`config.mk`:
```
export PLATFORM = sky130hd
export DESIGN_NAME = timer_reg_core_flat
export DESIGN_NICKNAME = d
export VERILOG_FILES = /design/src/rtl/timer_reg_if.sv /design/src/rtl/timer_reg_core.sv /design/src/flat_wrapper.sv
export SDC_FILE = /design/constraint.sdc
export NUM_CORES = 1
export LEC_CHECK = 0
export CORE_MARGIN = 10
export CORE_UTILIZATION = 25
export CTS_CLUSTER_SIZE = 40
export DETAILED_ROUTE_END_ITERATION = 10
export SLEW_MARGIN = 20
export SYNTH_ARGS = -nofsm -noshare
export SYNTH_HDL_FRONTEND = slang
export SYNTH_SLANG_ARGS = --single-unit
```
`constraint.sdc`:
```
create_clock -name sys_clk -period 4.8 [get_ports sys_clk]
set_clock_uncertainty 0.2 [all_clocks]
set_input_delay 1.44 -clock sys_clk [delete_from_list [all_inputs] [get_ports sys_clk]]
set_output_delay 1.44 -clock sys_clk [all_outputs]
set_load 0.05 [all_outputs]
```
`src/rtl/timer_reg_if.sv`:
```
// timer_reg_if: strobe/bus signals between the APB slave FSM and the timer register core
interface timer_reg_if #(
  parameter int ADDR_W = 12
) ();
  logic              wr_en;
  logic              rd_en;
  logic [ADDR_W-1:0] tim_paddr;
  logic [31:0]       tim_pwdata;
  logic [3:0]        tim_pstrb;
  logic [31:0]       tim_prdata;
  logic              reg_error_flag;
  modport master (
    output wr_en, rd_en, tim_paddr, tim_pwdata, tim_pstrb,
    input  tim_prdata, reg_error_flag
  );
  modport slave (
    input  wr_en, rd_en, tim_paddr, tim_pwdata, tim_pstrb,
    output tim_prdata, reg_error_flag
  );
endinterface

```
`src/rtl/timer_reg_core.sv`:
```
// timer_reg_core: APB timer register bank, prescaled 64-bit counter and compare interrupt (byte strobes enabled by TIMER_BYTE_STROBE_EN)
module timer_reg_core #(
  parameter int          ADDR_W  = 12,
  parameter logic [63:0] CNT_RST = 64'h0
) (
  input  logic       sys_clk,
  input  logic       sys_rst_n,
  timer_reg_if.slave bus,
  input  logic       dbg_mode,
  output logic       tim_int
);
  logic              timer_en_q, timer_en_d;
  logic              div_en_q, div_en_d;
  logic [3:0]        div_val_q, div_val_d;
  logic [63:0]       cnt_q, cnt_d;
  logic [63:0]       cmp_q, cmp_d;
  logic              int_en_q, int_en_d;
  logic              int_st_q, int_st_d;
  logic              halt_req_q, halt_req_d;
  logic              halt_ack_q, halt_ack_d;
  logic [7:0]        div_cnt_q, div_cnt_d;
  logic [ADDR_W-3:0] idx;
  logic              mapped;
  logic [7:0]        sel, wr;
  logic [31:0]       wmask, rd_val, merged;
  logic              err, tcr_ok, tcr_dis, cnt_en, tick, w1c;
  logic [8:0]        lim;
  logic [63:0]       cnt_inc;
  logic              unused_bits;
  assign idx    = bus.tim_paddr[ADDR_W-1:2];
  assign mapped = (idx >> 3) == '0;
  assign sel    = mapped ? 8'd1 << idx[2:0] : 8'd0;
  assign wr     = bus.wr_en ? sel : 8'd0;
`ifdef TIMER_BYTE_STROBE_EN
  assign wmask       = {{8{bus.tim_pstrb[3]}}, {8{bus.tim_pstrb[2]}}, {8{bus.tim_pstrb[1]}}, {8{bus.tim_pstrb[0]}}};
  assign unused_bits = ^bus.tim_paddr[1:0];
`else
  assign wmask       = 32'hFFFF_FFFF;
  assign unused_bits = ^{bus.tim_paddr[1:0], bus.tim_pstrb};
`endif
  // current contents of the addressed register; also the base for strobe merging
  always_comb begin
    rd_val = 32'h0;
    if (mapped)
      case (idx[2:0])
        3'd0: rd_val = {20'h0, div_val_q, 6'h0, div_en_q, timer_en_q};
        3'd1: rd_val = cnt_q[31:0];
        3'd2: rd_val = cnt_q[63:32];
        3'd3: rd_val = cmp_q[31:0];
        3'd4: rd_val = cmp_q[63:32];
        3'd5: rd_val = {31'h0, int_en_q};
        3'd6: rd_val = {31'h0, int_st_q};
        default: rd_val = {30'h0, halt_ack_q, halt_req_q};
      endcase
  end
  assign merged  = (rd_val & ~wmask) | (bus.tim_pwdata & wmask);
  assign err     = sys_rst_n & wr[0] & ((merged[11:8] > 4'd8) |
                   (timer_en_q & ((merged[11:8] != div_val_q) | (merged[1] != div_en_q))));
  assign tcr_ok  = wr[0] & ~err;
  assign tcr_dis = tcr_ok & timer_en_q & ~merged[0];
  assign cnt_en  = timer_en_q & ~halt_ack_q;
  assign lim     = (9'd1 << div_val_q) - 9'd1;
  assign tick    = cnt_en & (div_en_q ? ({1'b0, div_cnt_q} == lim) : 1'b1);
  assign cnt_inc = cnt_q + {63'h0, tick};
  assign w1c     = wr[6] & bus.tim_pwdata[0] & wmask[0];
  assign bus.tim_prdata     = (bus.rd_en & sys_rst_n) ? rd_val : 32'h0;
  assign bus.reg_error_flag = err;
  assign tim_int            = int_en_q & int_st_q;
  // next-state for every register; a TDR write replaces only its own word of the incremented count
  always_comb begin
    timer_en_d = tcr_ok ? merged[0] : timer_en_q;
    div_en_d   = tcr_ok ? merged[1] : div_en_q;
    div_val_d  = tcr_ok ? merged[11:8] : div_val_q;
    div_cnt_d  = (!cnt_en || tcr_dis || !div_en_q || tick) ? 8'd0 : div_cnt_q + 8'd1;
    cnt_d      = tcr_dis ? CNT_RST : {wr[2] ? merged : cnt_inc[63:32], wr[1] ? merged : cnt_inc[31:0]};
    cmp_d      = {wr[4] ? merged : cmp_q[63:32], wr[3] ? merged : cmp_q[31:0]};
    int_en_d   = wr[5] ? merged[0] : int_en_q;
    int_st_d   = (cnt_q == cmp_q) | (int_st_q & ~w1c);
    halt_req_d = wr[7] ? merged[0] : halt_req_q;
    halt_ack_d = halt_req_q & dbg_mode;
  end
  // state registers with asynchronous active-low reset
  always_ff @(posedge sys_clk or negedge sys_rst_n)
    if (!sys_rst_n) begin
      timer_en_q <= 1'b0;
      div_en_q   <= 1'b0;
      div_val_q  <= 4'd1;
      div_cnt_q  <= 8'd0;
      cnt_q      <= CNT_RST;
      cmp_q      <= 64'hFFFF_FFFF_FFFF_FFFF;
      int_en_q   <= 1'b0;
      int_st_q   <= 1'b0;
      halt_req_q <= 1'b0;
      halt_ack_q <= 1'b0;
    end else begin
      timer_en_q <= timer_en_d;
      div_en_q   <= div_en_d;
      div_val_q  <= div_val_d;
      div_cnt_q  <= div_cnt_d;
      cnt_q      <= cnt_d;
      cmp_q      <= cmp_d;
      int_en_q   <= int_en_d;
      int_st_q   <= int_st_d;
      halt_req_q <= halt_req_d;
      halt_ack_q <= halt_ack_d;
    end
endmodule

```
`src/flat_wrapper.sv`:
```
// flat-port wrapper written by rule: the top's interface ports become plain ports
module timer_reg_core_flat 
#(
  parameter int          ADDR_W  = 12,
  parameter logic [63:0] CNT_RST = 64'h0
)
  (sys_clk, sys_rst_n, dbg_mode, tim_int, bus_wr_en, bus_rd_en, bus_tim_paddr, bus_tim_pwdata, bus_tim_pstrb, bus_tim_prdata, bus_reg_error_flag);
  timer_reg_if #(.ADDR_W(ADDR_W)) bus_i ();
  input  logic sys_clk;
  input  logic sys_rst_n;
  input  logic dbg_mode;
  output logic tim_int;
  input wire logic [$bits(bus_i.wr_en)-1:0] bus_wr_en;
  input wire logic [$bits(bus_i.rd_en)-1:0] bus_rd_en;
  input wire logic [$bits(bus_i.tim_paddr)-1:0] bus_tim_paddr;
  input wire logic [$bits(bus_i.tim_pwdata)-1:0] bus_tim_pwdata;
  input wire logic [$bits(bus_i.tim_pstrb)-1:0] bus_tim_pstrb;
  output wire logic [$bits(bus_i.tim_prdata)-1:0] bus_tim_prdata;
  output wire logic [$bits(bus_i.reg_error_flag)-1:0] bus_reg_error_flag;
  assign bus_i.wr_en = bus_wr_en;
  assign bus_i.rd_en = bus_rd_en;
  assign bus_i.tim_paddr = bus_tim_paddr;
  assign bus_i.tim_pwdata = bus_tim_pwdata;
  assign bus_i.tim_pstrb = bus_tim_pstrb;
  assign bus_tim_prdata = bus_i.tim_prdata;
  assign bus_reg_error_flag = bus_i.reg_error_flag;
  timer_reg_core #(.ADDR_W(ADDR_W), .CNT_RST(CNT_RST)) u_core (.sys_clk(sys_clk), .sys_rst_n(sys_rst_n), .bus(bus_i), .dbg_mode(dbg_mode), .tim_int(tim_int));
endmodule
```
Word-level counts from Yosys, hierarchy flattened
Index checks and enable logic that the tools add are counted.

Add/subtract/negate cells: 3. $lt $le $gt $ge: 1. Equality and inequality tests: 10. Shifts and indexed selects: 2. Mux-type cells: 10. Bitwise gates (word level): 20. Reduce and logical (&&, ||, !) cells: 7.

Operator list (count): $pmux W32 S7 (1); $mux W32 (4); $add A64 B1 Y64 (1); $eq A64 B64 Y1 (1); $mux W64 (1); $mux W8 (3); $and A1 B1 Y1 (13); $logic_not A10 Y1 (1); $eq A3 B3 Y1 const B (3); $eq A8 B9 Y1 (1); $shl A1 B4 Y9 const A (1); $sub A9 B1 Y9 const B (1); $add A8 B1 Y8 const B (1); $shl A1 B3 Y8 const A (1); $eq A3 B2 Y1 const B (2); $gt A4 B4 Y1 const B (1); $ne A4 B4 Y1 (1); $not A1 Y1 (4); $eq A3 B1 Y1 const B (1); $logic_not A3 Y1 (1); $logic_or A1 B1 Y1 (3); $or A1 B1 Y1 (3); $logic_not A1 Y1 (2); $mux W1 (1); $ne A1 B1 Y1 (1).

Bits in registers: 146. Bits of input ports: 53.

Depth between registers and ports, before layout
Gate-level depths: netlist of run 1.

Word-level depth: 13. Depth in mapped cells: 19. Depth with buffers taken out: 16.

Worst setup path before layout of run 1
Ideal clock, no wire load.

Kind: input to output. Start: input port bus_tim_paddr[2]. End: output port bus_tim_prdata[19]. Arrival time: 3.546 ns. Data required time: 3.160 ns. Slack: -0.386 ns. Cell stages on the path: 7. Path buffers: 3. Cells stage by stage: buf_2 -> or2_1 -> clkbuf_1 -> nor2_1 -> clkbuf_1 -> a22oi_1 -> a21oi_1.

Cells in the longest elaborated chain, start to end: 4. Elaborated cells between the ends (all ways): 10. Those cells by class: eq/ne (6); mux (3); reduce/logical (1).

RTL lines: start: declaration (line flat_wrapper.sv:15) `input wire logic [$bits(bus_i.tim_paddr)-1:0] bus_tim_paddr;`; $eq A3 B3 Y1 (tied with other cells) (line timer_reg_core.sv:45) `case (idx[2:0])`; $pmux W32 S7 * (line timer_reg_core.sv:45); $mux W32 * (line timer_reg_core.sv:44) `if (mapped)`; $mux W32 * (line timer_reg_core.sv:66) `assign bus.tim_prdata = (bus.rd_en & sys_rst_n) ? rd_val : 32'h0;`; end: declaration (line flat_wrapper.sv:18) `output wire logic [$bits(bus_i.tim_prdata)-1:0] bus_tim_prdata;`.

Every way passes the cells marked *; elsewhere a longest branch is shown, timed or not.

Final worst setup path of run 1
Start: input port bus_tim_paddr[10]. End: output port bus_tim_prdata[6].

Cells in the longest elaborated chain, start to end: 3.

RTL lines: $logic_not A10 Y1 (line timer_reg_core.sv:31) `assign mapped = (idx >> 3) == '0;`; $mux W32 (line timer_reg_core.sv:44); $mux W32 (line timer_reg_core.sv:66).

Every way passes these cells.

==> metrics.txt, run 1 <==
number of nets with antenna violations after routing 0; Largest stage delay, worst path 0.41 ns; clock buffers created by TritonCTS 17; Placement Cell Area roughly 11000 µm²; Int Power 2.20 mW; total wire length after detailed routing 32000 µm; share of cells above drive strength 1 29.9%; min cycle time layout 4.74 ns; max_cap viols 0; clock net sink count 146; slowest CP cell sky130_fd_sc_hd__clkdlybuf4s50_1; sequential-to-total area share from yosys stat 40.4%; type of element launching the critical path input port; Synth area leader sky130_fd_sc_hd__dfrtp_1; worst-skew pair later-pin latency 0.44 ns; largest cells by area after synthesis sky130_fd_sc_hd__dfrtp_1 (22%), sky130_fd_sc_hd__dfstp_2 (18%), sky130_fd_sc_hd__xnor2_1 (9.5%); number of synthesized flops with an enable pin 0; area of the die roughly 45000 µm²; Post-CTS Hold Fix Bufs 0; Pins Over Slew Limit 0; initial antenna violation count 1; register share of total power 43.4%; Core Box Area 36500 µm²; overall power of the completed layout 2.96 mW; actual transition at the worst max-transition pin 0.989 ns; register bit total from synthesis about 150; total number of placement rows 70; count of pins on the block boundary 87; Worst Path Buf+Inv 3; remaining global-route overflow 0; top achievable clock speed 211 MHz; final design area excluding fillers roughly 12000 µm²; via count of the first global-routing pass about 8000; critical path cell sequence clkdlybuf4s50_1 > nor3_1 > and4_4 > nand2_8 > buf_16 > a21oi_4 > buf_12; largest fanout of any net on the critical path 15; Worst-path clk slew 0.07 ns; antenna diode count 0; commonest cells in the synthesized netlist sky130_fd_sc_hd__xnor2_1 (100), sky130_fd_sc_hd__dfrtp_1 (81), sky130_fd_sc_hd__nor2_1 (76); iteration-0 DRC count of the detailed router 645; mean post-synth cell area roughly 9.5 µm²; worst flop-to-flop path startpoint u_core.div_val_q[0]$_DFFE_PN1P_; average routed wire per standard cell 20.8 µm; final RePlAce weighted congestion 0.881; Ys Warns 0; total nets after synthesis 1033; TritonCTS clock tree built; number of H-tree levels 4; ratio of routed vias to standard cells between 5 and 6; maximum number of pins on one net before global-route repair 75; Horiz. Die Dim 212 µm; first-pass detailed-route iteration total 5; leak pwr between 4 and 5 nW; Psw ~0.75 mW; hold path start u_core.halt_req_q$_DFFE_PN0P_; Post-Synthesis Cell Area 9230 µm²; switch share 25.5%; power density of the placed cells 241 nW/µm²; part of the cycle the worst path needs 98.8%; number of buffers added on ports 80; DRC viols 0; worst hold path type flop to flop; routed vias 7992; initial cell density of the core 25.3%; area delta synth->final 32.7%; most used flip-flop cell after synthesis sky130_fd_sc_hd__dfrtp_1; first-pass GRT wire length 49200 µm; cell chosen for the clock root sky130_fd_sc_hd__clkbuf_16; count of endpoints failing setup in the final report 0; maximum root-to-sink buffer count 2; delay-heaviest family, CP buffers and inverters; path type of the worst setup path input port to primary output; setup repair after global routing missed its margin false; Relative slew margins 34.0%; worst-case vdd ir drop 0.000249 V; Crit path required time 3.16 ns; asr flop ratio synth 100%; clock network fraction of total power 48.4%; Tot GR Track Use 14.2%; Distinct cells, synth 59; critical path endpoint category primary output; Worst setup startpoint bus_tim_paddr[10]; relative contribution of combinational cells to total power 8.2%; HPWL after detailed placement approximately 22000 µm; CP arrival 3.10 ns; result of the run finished, final reports clean; area fraction of the dominant cell type after synthesis 22.0%; synthesized instance count 976; die span in y approximately 210 µm; most frequently used cell type in the post-synthesis netlist sky130_fd_sc_hd__xnor2_1; endpoints failing hold 0; layout net count 1112
## state kept, by name, indices dropped and copies added, names as in the netlist
name / count
u_core.cnt_q: 64
u_core.div_val_q: 4
u_core.div_cnt_q: 8
u_core.timer_en_q: 1
u_core.halt_ack_q: 1
u_core.div_en_q: 1
u_core.cmp_q: 64
u_core.int_st_q: 1
u_core.int_en_q: 1
u_core.halt_req_q: 1
## cell usage in the layout (no fill, tap or decap), drive strengths merged, types with 21 or more instances in the layout
| cell | instances |
|---|---|
| a21oi | 66 |
| dfstp | 65 |
| nor2 | 77 |
| xor2 | 35 |
| nor3 | 27 |
| nor4 | 24 |
| inv | 25 |
| o21bai | 23 |
| xnor2 | 100 |
| clkdlybuf4s50 | 41 |
| nand3 | 36 |
| mux2 | 69 |
| clkbuf | 21 |
| buf | 92 |
| dfrtp | 81 |
| a22oi | 56 |
| nand4 | 33 |
| nand2 | 56 |
| o21ai | 22 |
## logic make-up after synthesis
| group | share of synthesized area (%) |
|---|---|
| adder cells (fa/ha/maj) | 0.542 |
| AND/OR/NAND/NOR | 17.1 |
| XOR/XNOR | 12.8 |
| buffers and inverters | 4.34 |
| AO/OA/AOI/OAI | 14.3 |
| flip-flops | 40.4 |
| multiplexers | 10.5 |
## area by class of cell
type,count,area (µm²)
clock inverters,13,174
clock buffers,19,443
multi-input cells,730,5500
fillers,3627,24300
well taps,468,586
flip-flops and latches,146,3730
repair buffers,140,1740
inverters,20,75.1
## through the flow
step	setup WS, ns	std cells	utilization (%)	setup TNS (ns)	hold WS (ns)
2_1_floorplan	-0.150	976	-	-0.841	0.273
5_1_grt	0.0140	1536	33.5	0	0.351
3_3_place_gp	-0.259	1504	31.3	-3.20	0.302
3_5_place_dp	-0.259	1504	31.3	-3.38	0.305
4_1_cts	-0.0396	1539	33.3	-0.244	0.320
6_report	0.0552	1536	33.5	0	0.337
## per-layer routing
| layer | global-route usage, % | vias up | wire, µm |
|---|---|---|---|
| met2 | 21.8 | 277 | 14400 |
| met3 | 3.34 | 41 | 2280 |
| met1 | 19.6 | 3998 | 14800 |
| met5 | 0 | - | 7 |
| li1 | - | 3674 | - |
| met4 | 3.52 | 2 | 570 |
## path summary, 6_finish.rpt
path | end | slack, ns | cells past startpoint
min | u_core.halt_ack_q$_DFF_PN0_ | 0.34 | 1
max in group asynchronous | u_core.cnt_q[30]$_DFF_PN0_ | 1.77 | 3
min reg2reg | u_core.halt_ack_q$_DFF_PN0_ | 0.34 | 1
min in group asynchronous | u_core.halt_ack_q$_DFF_PN0_ | 0.59 | 1
max reg2reg | u_core.cnt_q[53]$_DFF_PN0_ | 0.45 | 16
max | bus_tim_prdata[6] | 0.06 | 7
## power groups by stage
stage          Combinational [mW]  Sequential [mW]  Clock [mW]
2_1_floorplan               0.106             1.29           0
3_3_place_gp                0.231             1.30           0
3_5_place_dp                0.233             1.30           0
4_1_cts                     0.241             1.28        1.45
5_1_grt                     0.263             1.29        1.50
6_report                    0.242             1.28        1.43
## timing repair
| action | CTS | global route |
|---|---|---|
| buffers inserted | 1 | 0 |
| pin swaps | 6 | 3 |
| gates cloned | 2 | 1 |
| resized for setup | 17 | 20 |
| endpoints found under the setup margin | 33 | 35 |
(Power assumes the default switching activity.)
==> run 2: changes to the inputs <==
--- a/config.mk
+++ b/config.mk
@@ -5,7 +5,7 @@
 export SDC_FILE = /design/constraint.sdc
 export NUM_CORES = 1
 export LEC_CHECK = 0
-export CORE_MARGIN = 10
+export CORE_MARGIN = 5
 export CORE_UTILIZATION = 25
 export CTS_CLUSTER_SIZE = 40
 export DETAILED_ROUTE_END_ITERATION = 10
==> run 2 against run 1 <==
Compared with the run above: flip-flop and latch count unchanged; register-to-register slack worse by 0.17 ns; core utilization up 0.46 points; combinational power up 4%; largest power group unchanged; highest routed layer unchanged; cell count up 0.65%.
==> metrics.txt, run 2 (synthesis gave the netlist of run 1 again) <==
cell chosen for the clock root sky130_fd_sc_hd__clkbuf_16; Filler cells 3684; Crit path required time 3.16 ns; max_cap viols 0; die span in y 202 µm; number of nets with antenna violations after routing 0; iteration-0 DRC count of the detailed router 666; endpoints failing hold 0; antenna diode count 0; Post-CTS Hold Fix Bufs 0; part of the cycle the worst path needs a little over nine tenths; worst-case vdd ir drop between 0.0002 and 0.0003 V; path type of the worst setup path input port to primary output; Psw 0.753 mW; result of the run finished, final reports clean; Pins Over Slew Limit 0; largest fanout of any net on the critical path 15; actual transition at the worst max-transition pin 0.918 ns; R2R cell count 16; final design utilization 34.0%; maximum root-to-sink buffer count 2; ratio of routed vias to standard cells 5.25; total number of placement rows 70; critical path endpoint category primary output; worst flop-to-flop path startpoint u_core.div_val_q[0]$_DFFE_PN1P_; routed vias 8120; Tot GR Track Use 15.0%; hold path start u_core.halt_req_q$_DFFE_PN0P_; first-pass GRT wire length 48500 µm; worst-skew pair later-pin latency 0.44 ns; TritonCTS clock tree built; clock net sink count 146; switch share between 20% and 30%; clock network fraction of total power between 40% and 50%; WHS Endpoint u_core.halt_ack_q$_DFF_PN0_; number of buffers added on ports 80; power density of the placed cells 235 nW/µm²; worst hold stages 1; Cells after DPL 1504; Finished Layout Cells 1546; end of the worst register-to-register path u_core.cnt_q[53]$_DFF_PN0_; total wire length after detailed routing 32000 µm; Int Power between 2 and 2.5 mW; clock buffers created by TritonCTS 17; type of element launching the critical path input port; Largest regs u_core.cmp_q (64), u_core.cnt_q (64), u_core.div_cnt_q (8); relative contribution of combinational cells to total power 8.6%; count of pins on the block boundary 87; initial antenna violation count 2; layout net count 1122; via count of the first global-routing pass 8041; Worst-path clk slew 0.07 ns; min cycle time layout 4.74 ns; first-pass detailed-route iteration total 5; CP arrival roughly 3.1 ns; top achievable clock speed 211 MHz; maximum number of pins on one net before global-route repair 70; initial cell density of the core about a quarter; final RePlAce weighted congestion 0.901; area of the die around 41000 µm²; leak pwr 4.54 nW; remaining global-route overflow 0; count of endpoints failing setup in the final report 0; most frequent cells in the layout sky130_fd_sc_hd__xnor2_1 (100), sky130_fd_sc_hd__dfrtp_1 (81), sky130_fd_sc_hd__nor2_1 (73); worst-case register-to-register setup slack approximately 0.28 ns; area delta synth->final 34.5%; Horiz. Die Dim 202 µm; HPWL after detailed placement 22100 µm; most frequent standard cell in the layout excluding fill and tap cells sky130_fd_sc_hd__xnor2_1; average routed wire per standard cell 20.7 µm; worst hold path type flop to flop; share of cells above drive strength 1 30.5%; register share of total power 43.9%; DRC viols 0; Relative slew margins 38.8%; Core Box Area 36500 µm²; number of H-tree levels 4
run 2: power groups by stage:
stage                     logic [mW]  clock network, mW  registers [mW]
after floorplan                0.106                  0            1.29
after global placement         0.231                  0            1.30
after detailed placement       0.234                  0            1.30
after CTS                      0.244               1.40            1.28
after global routing           0.270               1.46            1.29
final                          0.251               1.39            1.28
run 2: routing by layer:
metal,up-vias,GRT usage (%),wire [µm]
met1,4064,20.9,14400
met2,310,23.0,14200
met4,2,4.70,877
met5,-,0,13
li1,3699,-,-
met3,45,3.83,2460
run 2: critical path, stage by stage:
cell and delay [ns]:
sky130_fd_sc_hd__clkdlybuf4s50_1 0.53, sky130_fd_sc_hd__inv_2 0.08, sky130_fd_sc_hd__and2_4 0.18, sky130_fd_sc_hd__buf_12 0.17
sky130_fd_sc_hd__buf_12 0.14, sky130_fd_sc_hd__a22oi_1 0.27, sky130_fd_sc_hd__a21oi_4 0.11, sky130_fd_sc_hd__buf_12 0.16
run 2: final cells by class:
| type | count | area, µm² | share of cell area [%] |
|---|---|---|---|
| inverters | 20 | 75.1 | 0.605 |
| well taps | 468 | 586 | 4.72 |
| repair buffers | 150 | 1930 | 15.5 |
| multi-input cells | 730 | 5490 | 44.2 |
| clock inverters | 12 | 148 | 1.19 |
| clock buffers | 20 | 457 | 3.68 |
| flip-flops and latches | 146 | 3730 | 30.1 |
run 2: worst max path at each step:
stage	slack [ns]	startpoint	end	cells past startpoint
global route	-0.008	bus_tim_paddr[3]	bus_tim_prdata[19]	8
detailed placement	-0.26	bus_tim_paddr[8]	bus_tim_prdata[14]	8
finish	0.06	bus_tim_paddr[4]	bus_tim_prdata[30]	8
CTS	-0.006	bus_tim_paddr[7]	bus_tim_prdata[9]	7
global placement	-0.24	bus_tim_paddr[8]	bus_tim_prdata[14]	8
floorplan	-0.15	bus_tim_paddr[8]	bus_tim_prdata[12]	5
run 2: what timing repair did:
| action | in CTS | in global routing |
|---|---|---|
| setup buffers | 3 | 0 |
| gates cloned | 2 | 5 |
| pin swaps | 5 | 3 |
| resized for setup | 22 | 21 |
| endpoints found under the setup margin | 33 | 29 |
run 2: stage by stage:
| step | setup WS (ns) | hold WS (ns) | cell area, µm² | TNS (ns) | power, mW |
|---|---|---|---|---|---|
| global route | -0.00769 | 0.355 | 12400 | -0.00769 | 3.01 |
| floorplan | -0.150 | 0.273 | 9470 | -0.841 | 1.40 |
| finish | 0.0567 | 0.316 | 12400 | 0 | 2.92 |
| CTS | -0.00590 | 0.323 | 12200 | -0.0172 | 2.93 |
| detailed placement | -0.258 | 0.306 | 11500 | -2.83 | 1.54 |
| global placement | -0.243 | 0.303 | 11500 | -2.42 | 1.53 |
==> run 3: changes to the inputs <==
--- a/config.mk
+++ b/config.mk
@@ -9,6 +9,7 @@
 export CORE_UTILIZATION = 25
 export CTS_CLUSTER_SIZE = 40
 export DETAILED_ROUTE_END_ITERATION = 10
+export REMOVE_ABC_BUFFERS = 1
 export SLEW_MARGIN = 20
 export SYNTH_ARGS = -nofsm -noshare
 export SYNTH_HDL_FRONTEND = slang
==> run 3 against run 2 <==
Compared with the run above: core utilization is 0.36 points lower; cell count grew 1.2%; sequential share of layout area rose by 0.32 points; final area decreased by 1.1%; die area unchanged; highest routed layer is now met4.
==> metrics.txt, run 3 (synthesis gave the netlist of run 1 again) <==
layout net count 1140; worst-skew pair later-pin latency 0.43 ns; type of element launching the critical path input port; DRC viols 0; Worst-path clk slew 0.06 ns; largest fanout of any net on the critical path 16; Largest regs u_core.cmp_q (64), u_core.cnt_q (64), u_core.div_cnt_q (8); ratio of routed vias to standard cells 5.23; maximum root-to-sink buffer count 2; worst-case vdd ir drop 0.000244 V; total number of placement rows 70; number of nets with antenna violations after routing 0; first-pass detailed-route iteration total 5; top achievable clock speed 211 MHz; total wire length after detailed routing 31700 µm; area of combinational cells with multiple inputs around 5400 µm²; area delta synth->final 33.0%; cell chosen for the clock root sky130_fd_sc_hd__clkbuf_16; Tot GR Track Use about 15%; die span in y 202 µm; Pins Over Slew Limit 0; share of cells above drive strength 1 32.0%; Core Box Area 36500 µm²; remaining global-route overflow 0; maximum number of pins on one net before global-route repair 73; final RePlAce weighted congestion 0.881; CP arrival 3.11 ns; min cycle time layout 4.75 ns; iteration-0 DRC count of the detailed router 749; final design utilization 33.6%; number of H-tree levels 4; leak pwr 4.56 nW; met1 demand-to-capacity share in global routing 21.3%; initial cell density of the core 25.3%; Relative slew margins roughly 36%; area of the die 40900 µm²; sequential cell area ~3700 µm²; critical path endpoint category primary output; clock buffers created by TritonCTS 17; met3 track demand over resource 3.27%; via count of the first global-routing pass 7947; actual transition at the worst max-transition pin between 0.9 and 1 ns; count of pins on the block boundary 87; worst hold path type flop to flop; max_cap viols 0; count of endpoints failing setup in the final report 0; Crit path required time 3.16 ns; most frequent standard cell in the layout excluding fill and tap cells sky130_fd_sc_hd__xnor2_1; initial antenna violation count 0; power density of the placed cells 232 nW/µm²; part of the cycle the worst path needs between 90 and 100%; most frequent cells in the layout sky130_fd_sc_hd__xnor2_1 (100), sky130_fd_sc_hd__dfrtp_1 (81), sky130_fd_sc_hd__nor2_1 (73), sky130_fd_sc_hd__buf_4 (73), sky130_fd_sc_hd__mux2_2 (69); path type of the worst setup path input port to primary output; clock net sink count 146; met2 Use GR ~23%; number of buffers added on ports 80; first-pass GRT wire length 47300 µm; HPWL after detailed placement 21600 µm; result of the run finished, final reports clean; routed vias 8174; setup TNS 0 ns; average routed wire per standard cell 20.2 µm; endpoints failing hold 0; Horiz. Die Dim 202 µm; TritonCTS clock tree built; Filler cells 3686; gr busiest metal met2
==> run 3: cell types whose count changed in the layout (fill, tap and decap cells not counted), moves of 6 or more <==
| cell | change |
|---|---|
| sky130_fd_sc_hd__buf_4 | +25 |
| sky130_fd_sc_hd__a21oi_4 | -20 |
| sky130_fd_sc_hd__a21oi_2 | +16 |
| sky130_fd_sc_hd__a22oi_1 | -8 |
| sky130_fd_sc_hd__a22oi_2 | +8 |
| sky130_fd_sc_hd__buf_12 | -6 |
==> run 3: final timing paths <==
kind | startpoint | slack, ns | endpoint | cells after the start
setup / recovery | bus_tim_paddr[4] | 0.05 | bus_tim_prdata[25] | 8
hold / removal | u_core.halt_req_q$_DFFE_PN0P_ | 0.33 | u_core.halt_ack_q$_DFF_PN0_ | 1
setup reg to reg | u_core.div_val_q[0]$_DFFE_PN1P_ | 0.26 | u_core.cnt_q[61]$_DFF_PN0_ | 17
hold reg to reg | u_core.halt_req_q$_DFFE_PN0P_ | 0.33 | u_core.halt_ack_q$_DFF_PN0_ | 1
max in group asynchronous | sys_rst_n | 1.77 | u_core.cnt_q[28]$_DFF_PN0_ | 3
min in group asynchronous | sys_rst_n | 0.61 | u_core.div_val_q[3]$_DFFE_PN0P_ | 1
==> run 3: report_power, final <==
part	internal, mW	total, mW	switching (mW)
clock	0.764	1.33	0.564
sequential	1.26	1.28	0.0275
combinational	0.102	0.238	0.137
total	2.12	2.85	0.728
==> run 3: layout make-up <==
class | count | share of cell area, %
Clock inverter | 12 | 1.10
Inverter | 20 | 0.611
Tap cell | 468 | 4.77
Sequential cell | 146 | 30.4
Timing Repair Buffer | 168 | 15.9
Antenna cell | 1 | 0.0204
Multi-Input combinational cell | 730 | 43.7
Clock buffer | 19 | 3.52
==> run 3: metal layers <==
layer / part of all wire, % / vias up / routed length, µm
met3: 6.1 / 27 / 1940
li1: - / 3719 / -
met5: 0 / - / 0
met4: 1.1 / 0 / 333
met2: 46 / 294 / 14700
met1: 46 / 4134 / 14700
==> run 3: timing repair <==
item	in CTS	in global routing
hold buffers	0	0
gates resized for setup	32	39
pin swaps	2	4
setup buffers	1	1
setup endpoints to repair	33	41
gates cloned	1	3
==> run 3: metrics by stage <==
step / setup slack [ns] / std cells / area [µm²] / hold slack, ns / total power [mW]
after floorplan: -0.504 / 896 / 8910 / 0.273 / 1.38
after global routing: -0.00547 / 1563 / 12300 / 0.345 / 2.94
after detailed placement: -0.239 / 1526 / 11300 / 0.316 / 1.53
final: 0.0531 / 1564 / 12300 / 0.329 / 2.85
after global placement: -0.229 / 1526 / 11300 / 0.303 / 1.52
after CTS: -0.00893 / 1559 / 12000 / 0.333 / 2.86
==> run 3: worst max-delay path, cell delays in order <==
cell and delay [ns]:
sky130_fd_sc_hd__clkdlybuf4s50_1 0.54, sky130_fd_sc_hd__inv_2 0.09, sky130_fd_sc_hd__and2_2 0.22, sky130_fd_sc_hd__buf_12 0.16, sky130_fd_sc_hd__a22oi_1 0.26, sky130_fd_sc_hd__a21oi_2 0.09
sky130_fd_sc_hd__buf_4 0.15, sky130_fd_sc_hd__buf_12 0.14
